--- config.mk ---
export PLATFORM = sky130hd
export DESIGN_NAME = multicore_system_ctrl
export DESIGN_NICKNAME = d
export VERILOG_FILES = /design/src/rtl/multicore_system_ctrl.sv
export SDC_FILE = /design/constraint.sdc
export NUM_CORES = 1
export LEC_CHECK = 0
export ABC_AREA = 1
export ABC_CLOCK_PERIOD_IN_PS = 2800
export CORE_MARGIN = 1
export CORE_UTILIZATION = 30
export CTS_CLUSTER_DIAMETER = 200
export CTS_CLUSTER_SIZE = 30
export DETAILED_ROUTE_END_ITERATION = 10
export GPL_ROUTABILITY_DRIVEN = 0
export HOLD_SLACK_MARGIN = 0.08
export MAX_ROUTING_LAYER = met4
export PLACE_DENSITY = 0.73
export SLEW_MARGIN = 30
export SYNTH_ARGS = -nofsm -noshare
export SYNTH_HDL_FRONTEND = slang
export SYNTH_SLANG_ARGS = --single-unit
--- constraint.sdc ---
create_clock -name clock -period 2.8 [get_ports clock]
set_input_delay 0.7 -clock clock [delete_from_list [all_inputs] [get_ports clock]]
set_output_delay 0.7 -clock clock [all_outputs]
set_load 0.1 [all_outputs]
--- src/rtl/multicore_system_ctrl.sv ---
// Top-level sequencer and shared single-port RAM arbiter for a multicore system.
// Handles load/run/halt sequencing, round-robin core arbitration and a run watchdog.
module multicore_system_ctrl #(
  parameter int unsigned NUM_CORES      = 2,
  parameter int unsigned ADDR_W         = 8,
  parameter int unsigned DATA_W         = 16,
  parameter int unsigned TIMEOUT_CYCLES = 1024,
  parameter int unsigned CNT_W          = 16
) (
  input  logic                          clock,
  input  logic                          reset,
  input  logic                          start,
  input  logic                          abort,
  output logic                          ld_start,
  input  logic                          ld_done,
  input  logic [ADDR_W-1:0]             ld_addr,
  input  logic [DATA_W-1:0]             ld_wdata,
  input  logic                          ld_we,
  output logic [NUM_CORES-1:0]          core_exec,
  input  logic [NUM_CORES-1:0]          core_halted,
  input  logic [NUM_CORES-1:0]          core_req,
  input  logic [NUM_CORES-1:0]          core_we,
  input  logic [NUM_CORES*ADDR_W-1:0]   core_addr,
  input  logic [NUM_CORES*DATA_W-1:0]   core_wdata,
  output logic [NUM_CORES-1:0]          core_gnt,
  output logic [ADDR_W-1:0]             mem_addr,
  output logic [DATA_W-1:0]             mem_wdata,
  output logic                          mem_we,
  output logic                          mem_re,
  output logic [2:0]                    sys_state,
  output logic [NUM_CORES-1:0]          halted_mask,
  output logic [CNT_W-1:0]              cycle_count,
  output logic                          timeout
);

  localparam int unsigned PTR_W = (NUM_CORES > 1) ? $clog2(NUM_CORES) : 1;
  localparam bit WD_EN = (TIMEOUT_CYCLES != 0);
  localparam logic [CNT_W-1:0] WD_LIMIT = CNT_W'((TIMEOUT_CYCLES == 0) ? 0 : TIMEOUT_CYCLES - 1);
  localparam logic [PTR_W-1:0] LAST_IDX = PTR_W'(NUM_CORES - 1);

  typedef enum logic [2:0] {
    ST_IDLE      = 3'd0,
    ST_LOADING   = 3'd1,
    ST_EXECUTING = 3'd2,
    ST_HALTED    = 3'd3,
    ST_TIMEOUT   = 3'd4
  } state_t;

  state_t               state, state_next;
  logic [PTR_W-1:0]     rr_ptr;
  logic [NUM_CORES-1:0] eligible;
  logic [NUM_CORES-1:0] gnt;
  logic                 gnt_valid;
  logic [PTR_W-1:0]     gnt_idx;
  logic                 all_halted;
  logic                 wd_hit;

  // Round-robin search: cores at or above the pointer first, then wrap to the low cores.
  always_comb begin
    eligible  = core_req & ~halted_mask;
    gnt       = '0;
    gnt_valid = 1'b0;
    gnt_idx   = '0;
    if (state == ST_EXECUTING) begin
      for (int i = 0; i < int'(NUM_CORES); i++) begin
        if (!gnt_valid && eligible[i] && (PTR_W'(i) >= rr_ptr)) begin
          gnt_valid = 1'b1;
          gnt_idx   = PTR_W'(i);
          gnt[i]    = 1'b1;
        end
      end
      for (int i = 0; i < int'(NUM_CORES); i++) begin
        if (!gnt_valid && eligible[i]) begin
          gnt_valid = 1'b1;
          gnt_idx   = PTR_W'(i);
          gnt[i]    = 1'b1;
        end
      end
    end
  end

  // RAM port mux: loader owns the RAM while loading, the granted core while executing.
  always_comb begin
    mem_addr  = '0;
    mem_wdata = '0;
    mem_we    = 1'b0;
    mem_re    = 1'b0;
    if (state == ST_LOADING) begin
      mem_addr  = ld_addr;
      mem_wdata = ld_wdata;
      mem_we    = ld_we;
    end else begin
      for (int i = 0; i < int'(NUM_CORES); i++) begin
        if (gnt[i]) begin
          mem_addr  = core_addr[i*ADDR_W +: ADDR_W];
          mem_wdata = core_wdata[i*DATA_W +: DATA_W];
          mem_we    = core_we[i];
          mem_re    = ~core_we[i];
        end
      end
    end
  end

  always_ff @(posedge clock or posedge reset) begin
    if (reset) state <= ST_IDLE;
    else       state <= state_next;
  end

  // Next-state logic; abort overrides everything, all-halt beats the watchdog.
  always_comb begin
    state_next = state;
    all_halted = &(halted_mask | core_halted);
    wd_hit     = WD_EN && (cycle_count == WD_LIMIT);
    if (abort) begin
      state_next = ST_IDLE;
    end else begin
      case (state)
        ST_IDLE:      if (start) state_next = ST_LOADING;
        ST_LOADING:   if (ld_done) state_next = ST_EXECUTING;
        ST_EXECUTING: begin
          if (all_halted)  state_next = ST_HALTED;
          else if (wd_hit) state_next = ST_TIMEOUT;
        end
        ST_HALTED,
        ST_TIMEOUT:   if (start) state_next = ST_LOADING;
        default:      state_next = ST_IDLE;
      endcase
    end
  end

  // Run bookkeeping: pointer, sticky halt flags, run cycle counter, watchdog flag.
  always_ff @(posedge clock or posedge reset) begin
    if (reset) begin
      rr_ptr      <= '0;
      halted_mask <= '0;
      cycle_count <= '0;
      timeout     <= 1'b0;
    end else begin
      if (gnt_valid) rr_ptr <= (gnt_idx == LAST_IDX) ? '0 : gnt_idx + 1'b1;
      if (!abort) begin
        if (state == ST_LOADING && ld_done) begin
          halted_mask <= '0;
          cycle_count <= '0;
        end else if (state == ST_EXECUTING) begin
          halted_mask <= halted_mask | core_halted;
          if (cycle_count != '1) cycle_count <= cycle_count + 1'b1;
        end
      end
      if (state_next == ST_LOADING && state != ST_LOADING) timeout <= 1'b0;
      else if (state == ST_EXECUTING && state_next == ST_TIMEOUT) timeout <= 1'b1;
    end
  end

  assign sys_state = state;
  assign ld_start  = (state == ST_LOADING);
  assign core_exec = (state == ST_EXECUTING) ? ~halted_mask : '0;
  assign core_gnt  = gnt;

endmodule

==> Word level (Yosys, flattened, before mapping) <==
Index checks and enable logic that the tools add are counted.
{ "word_totals": {"reg_bits": 23, "word_cells": 85} }
{ "op_classes": {"addsub": 2, "n_lt_le_gt_ge": 2, "eq_ne": 9, "n_mux": 42, "n_bitwise": 6, "n_reduce_logical": 19} }
{ "op_table": {"columns": ["cell", "count"], "rows": [
  ["two-way mux 16 bit", 6],
  ["two-way mux 8 bit", 3],
  ["two-way mux 1 bit", 23],
  ["adder 16 x 1 -> 16 bit, second input constant", 1],
  ["equality test 16 x 10 -> 1 bit, second input constant", 1],
  ["inequality test 16 bit, second input constant", 1],
  ["two-way mux 3 bit", 5],
  ["case mux 3 bit (3 select lines)", 1],
  ["logical AND 1 bit", 8],
  ["two-way mux 2 bit", 4],
  ["equality test 3 x 1 -> 1 bit, second input constant", 2],
  ["equality test 3 x 2 -> 1 bit, second input constant", 2],
  ["equality test 3 bit, second input constant", 2],
  ["nonzero test 2 bit", 3],
  ["AND reduction 2 bit", 2],
  ["logical NOT 1 bit", 3],
  ["logical NOT 3 bit", 1],
  ["inequality test 3 x 1 -> 1 bit, second input constant", 1],
  ["NOT 1 bit", 3],
  ["AND reduction 3 bit", 1],
  ["OR reduction 3 bit", 1],
  ["AND 2 bit", 1],
  ["greater-or-equal comparator 1 bit, first input constant", 2],
  ["NOT 2 bit", 1],
  ["2 further kinds", 2]
]} }

==> Logic depth before layout (Yosys ltp) <==
{ "logic_depth": {"ltp_word": 21, "ltp_mapped": 11, "depth_no_buf": 11} }

==> Worst setup path after synthesis <==
No wires, ideal clock.
{ "synth_timing": {"path_kind": "reg-to-output", "startpoint": "register state[0], in the netlist sys_state[0]", "endpoint": "output port mem_addr[0]", "t_arrival_ns": 3.160, "required_time_ns": 2.100, "path_slack_ns": -1.060, "stages_incl_launch_ff": 6, "path_cell_list": "dfrtp_1 -> nand3_2 -> inv_2 -> clkbuf_1 -> nand2_1 -> nand3_1"} }
{ "synth_rtl": {"columns": ["item", "line", "text"], "rows": [
  ["from (decl)", "49", "state_t state, state_next;"],
  ["from (signal assigned)", "106", "else state <= state_next;"],
  ["equality test 3 x 1 -> 1 bit", null, null],
  ["net ld_start", "14", "output logic ld_start,"],
  ["two-way mux 8 bit", "88", "if (state == ST_LOADING) begin"],
  ["to (decl)", "26", "output logic [ADDR_W-1:0] mem_addr,"]
]} }
The timed path passes the listed nets, and every way through them passes these cells.

==> Worst setup path in the final report <==
{ "layout_timing": {"startpoint": "input port core_req[0]", "endpoint": "output port mem_addr[6]"} }
{ "layout_via": {"elab_chain_len": 19} }
{ "layout_rtl": {"columns": ["item", "line", "text"], "rows": [
  ["from (decl)", "21", "input logic [NUM_CORES-1:0] core_req,"],
  ["AND 2 bit *", "60", "eligible = core_req & ~halted_mask;"],
  ["logical AND 1 bit", "66", "if (!gnt_valid && eligible[i] && (PTR_W'(i) >= rr_ptr)) begin"],
  ["two-way mux 1 bit", "66", null],
  ["two-way mux 1 bit", "64", "if (state == ST_EXECUTING) begin"],
  ["logical NOT 1 bit", "66", null],
  ["logical AND 1 bit (2 in series)", "66", null],
  ["two-way mux 1 bit", "66", null],
  ["two-way mux 1 bit", "64", null],
  ["(+2 left out)", null, null],
  ["two-way mux 1 bit", "73", "if (!gnt_valid && eligible[i]) begin"],
  ["two-way mux 1 bit", "64", null],
  ["logical NOT 1 bit", "73", null],
  ["logical AND 1 bit", "73", null],
  ["two-way mux 1 bit", "73", null],
  ["two-way mux 2 bit *", "64", null],
  ["two-way mux 8 bit *", "94", "if (gnt[i]) begin"],
  ["two-way mux 8 bit *", "88", null]
]} }
Mark *: on every way between the ends. The rest lies on a longest branch, timed or not. The select of a mux whose other input is x is not followed.

==> results.md <==
- Clock skew: 0.0102 ns
- Worst Path Max Fanout: 10
- CTS tree: built
- Switching fraction of total power: 0.594
- Post-DP Area: 3870 um2
- Syn nets: 418
- CTS root buffer: clkbuf_8
- GR Util All Layers: 0.241
- Status: complete, no violations
- Tmin final: 2.61 ns
- # IOs: 137
- Die Y: 83.8 um
- Final Instance Area: 3970 um2
- Pre-antenna DRT Iters: 6
- Num rows: 29
- Final ANT Viol Nets: 0
- Via density: 4.86
- CTS buffer count: 3
- Pin count of the biggest net entering global routing: 29
- Syn avg cell area: 6.03 um2
- RSZ-0062 raised after global routing: false
- Hold Crit Depth: 2
- Netlist cell types: 28
- Period utilisation layout: 0.932
- R2r startpoint: sys_state[1]
- Leakage: 1.89 nW
- Synthesized area: 2010 um2
- Critical path capture point type: output pin
- Starting Density: 0.314
- Power Dens Cells: 655 nW/um2
- Final core utilization: 0.622
- Pwr Total: 0.00260 W
- Crit Path Class: input pin to output pin
- Initial antenna violation count: 1
- Fin nets: 560
- Ys async rst share: 1.00
- Combinational Power Share: 0.696
- First-pass GRT wire length: 12900 um
- Worst EP arrival: 1.91 ns
- Clk sinks: 23
- Top cells by area, synth: dfrtp_1, nand2_1, nand3_1, nor2_1, inv_1
- Final Hold Vio Count: 0
- Die ar.: 7020 um2
- Flop pwr share: 0.219
- MaxCap Viol Count: 0
- DR DRC count: 0
- Worst-Margin Slew: 0.540 ns
- Post-synth top area share: 0.287
- Via count: 2682
- Dpl hpwl: 6880 um
- Syn Inst Count: 333
- Sw Pwr: 0.00155 W
- Hold buffer count at CTS: 0
- Sequential area share after synthesis: 0.287
- Max_slew headroom: 0.637
- Non-Filler Instances: 552
- Setup slack, reg-to-reg: 0.71 ns
- Placed Cells: 543
- Port Buffers: 136
- Internal power: 0.00106 W
- Area growth syn-to-layout: 98.0%
- CTS Buffer Depth: 2
- Worst-path cell chain: dlygate4sd2_1 -> nand2_1 -> nor2_1 -> nand3b_1 -> inv_2 -> buf_4 -> nand2_1 -> nand3_4 -> buf_12
- Vias in the first global route: 2416
- DRT iter0 DRCs: 134
- Area leader, netlist: dfrtp_1
- Htree depth: 1
- Reg2Reg Depth: 8
- Synth Register Bits: 23
- Final setup violation count: 0
- CP peak stage delay: 0.23 ns
- WL/cell: 15.2 um
- Synth warn: 0
- Worst min path class: flop to flop
- Slew Viols, Final: 0
- CORE AREA: 6390 um2
- CTS clk-pin slew, worst paths: 0.09 ns
- Grt ovf: 0
- Clk pwr share: 0.085
- Achievable Freq: 383 MHz
- Post-synth top cells: nand2_1, nand3_1, nor2_1
- EDFF count, synth: 0
- R2R Path End: cycle_count[7]
- Die W: 83.8 um
- Hold EP: rr_ptr
- Worst path required time: 2.10 ns
- Synth Flop Type: dfrtp_1
- IR drop worst, VDD: 0.656 mV
- Most used cell, CP: nand2_1
- Total wire length: 8390 um
- Worst hold start: rr_ptr
- Top-count cell post-synth: nand2_1
- Share of cells above drive strength 1: 0.257
- CP max-delay cell: dlygate4sd2_1
- Critical path launch point type: input pin
- Clk_lat worst skew: 0.28 ns
==> final cells by class <==
type / count / area [um2]
inverter: 32 / 134
antenna: 1 / 2.50
sequential: 23 / 582
fill: 562 / 2410
clock buffer: 3 / 41.3
tap: 77 / 96.3
timing repair buffer: 145 / 1660
multi-input combinational: 269 / 1450
timing repair inverter: 1 / 6.26
clock inverter: 1 / 7.51
==> flip-flops by register name, indices dropped and copies added, names as in the netlist <==
| register | cells |
|---|---|
| cycle_count | 16 |
| halted_mask | 2 |
| rr_ptr | 1 |
| sys_state | 3 |
| timeout | 1 |
==> worst max-delay path: cells and delay by family <==
| family | cells | cell delay, ns |
|---|---|---|
| buf+inv | 4 | 0.69 |
| simple gates | 5 | 0.51 |
==> layer usage <==
metal	vias to the layer above	part of all wire	GRT usage
li1	1341	-	-
met1	1222	0.43	0.316
met2	98	0.48	0.370
met3	21	0.054	0.0406
met4	0	0.035	0.0940
met5	-	0	-
==> how the worst max path moves through the flow <==
stage,slack (ns),start,to
6_report,0.19,core_req[0],mem_addr[6]
5_1_grt,0.03,sys_state[1],mem_re
2_1_floorplan,0.003,sys_state[1],mem_addr[0]
4_1_cts,0.10,sys_state[1],mem_re
3_5_place_dp,-0.22,core_req[0],mem_addr[0]
3_3_place_gp,-0.15,core_req[0],mem_wdata[13]
==> layout by cell type (no fill, tap or decap), drive strengths merged <==
cell type,instances
nand2,133
clkdlybuf4s50,81
buf,62
nand3,43
nor2,42
inv,32
dfrtp,23
o21ai,17
xor2,6
a21oi,6
nand4,5
nor3,5
or2,4
clkbuf,3
o21bai,2
a31o,2
dlygate4sd2,2
diode,1
o211ai,1
bufinv,1
nand3b,1
o21a,1
ha,1
clkinvlp,1
==> power by group through the flow <==
stage          registers [W]  clock network, W  logic [W]
6_report            0.000570          0.000220    0.00181
5_1_grt             0.000588          0.000242    0.00189
4_1_cts             0.000567          0.000225    0.00182
3_5_place_dp        0.000572                 0    0.00180
3_3_place_gp        0.000573                 0    0.00179
2_1_floorplan        0.00116                 0   0.000674
==> logic make-up after synthesis <==
logic type      after synthesis  share of synthesized area
compound gates               29                     0.0867
flops                        23                      0.287
fa+ha+maj                     1                    0.00623
xor+xnor                      6                     0.0262
simple gates                233                      0.499
buf+inv                      41                     0.0954
==> metrics by stage <==
stage          setup slack (ns)  setup TNS [ns]  hold slack [ns]
2_1_floorplan           0.00283               0            0.500
3_3_place_gp             -0.150           -3.09            0.530
3_5_place_dp             -0.219           -4.19            0.536
4_1_cts                   0.105               0            0.559
5_1_grt                  0.0267               0            0.578
6_report                  0.190               0            0.557
==> repair_timing <==
action / 4_1_cts / 5_1_grt
gates cloned: 1 / 0
pin swaps: 5 / 0
endpoints found under the setup margin: 25 / 8
setup buffers: 3 / 0
resized for setup: 4 / 2
Power figures use the tool's default switching activity.
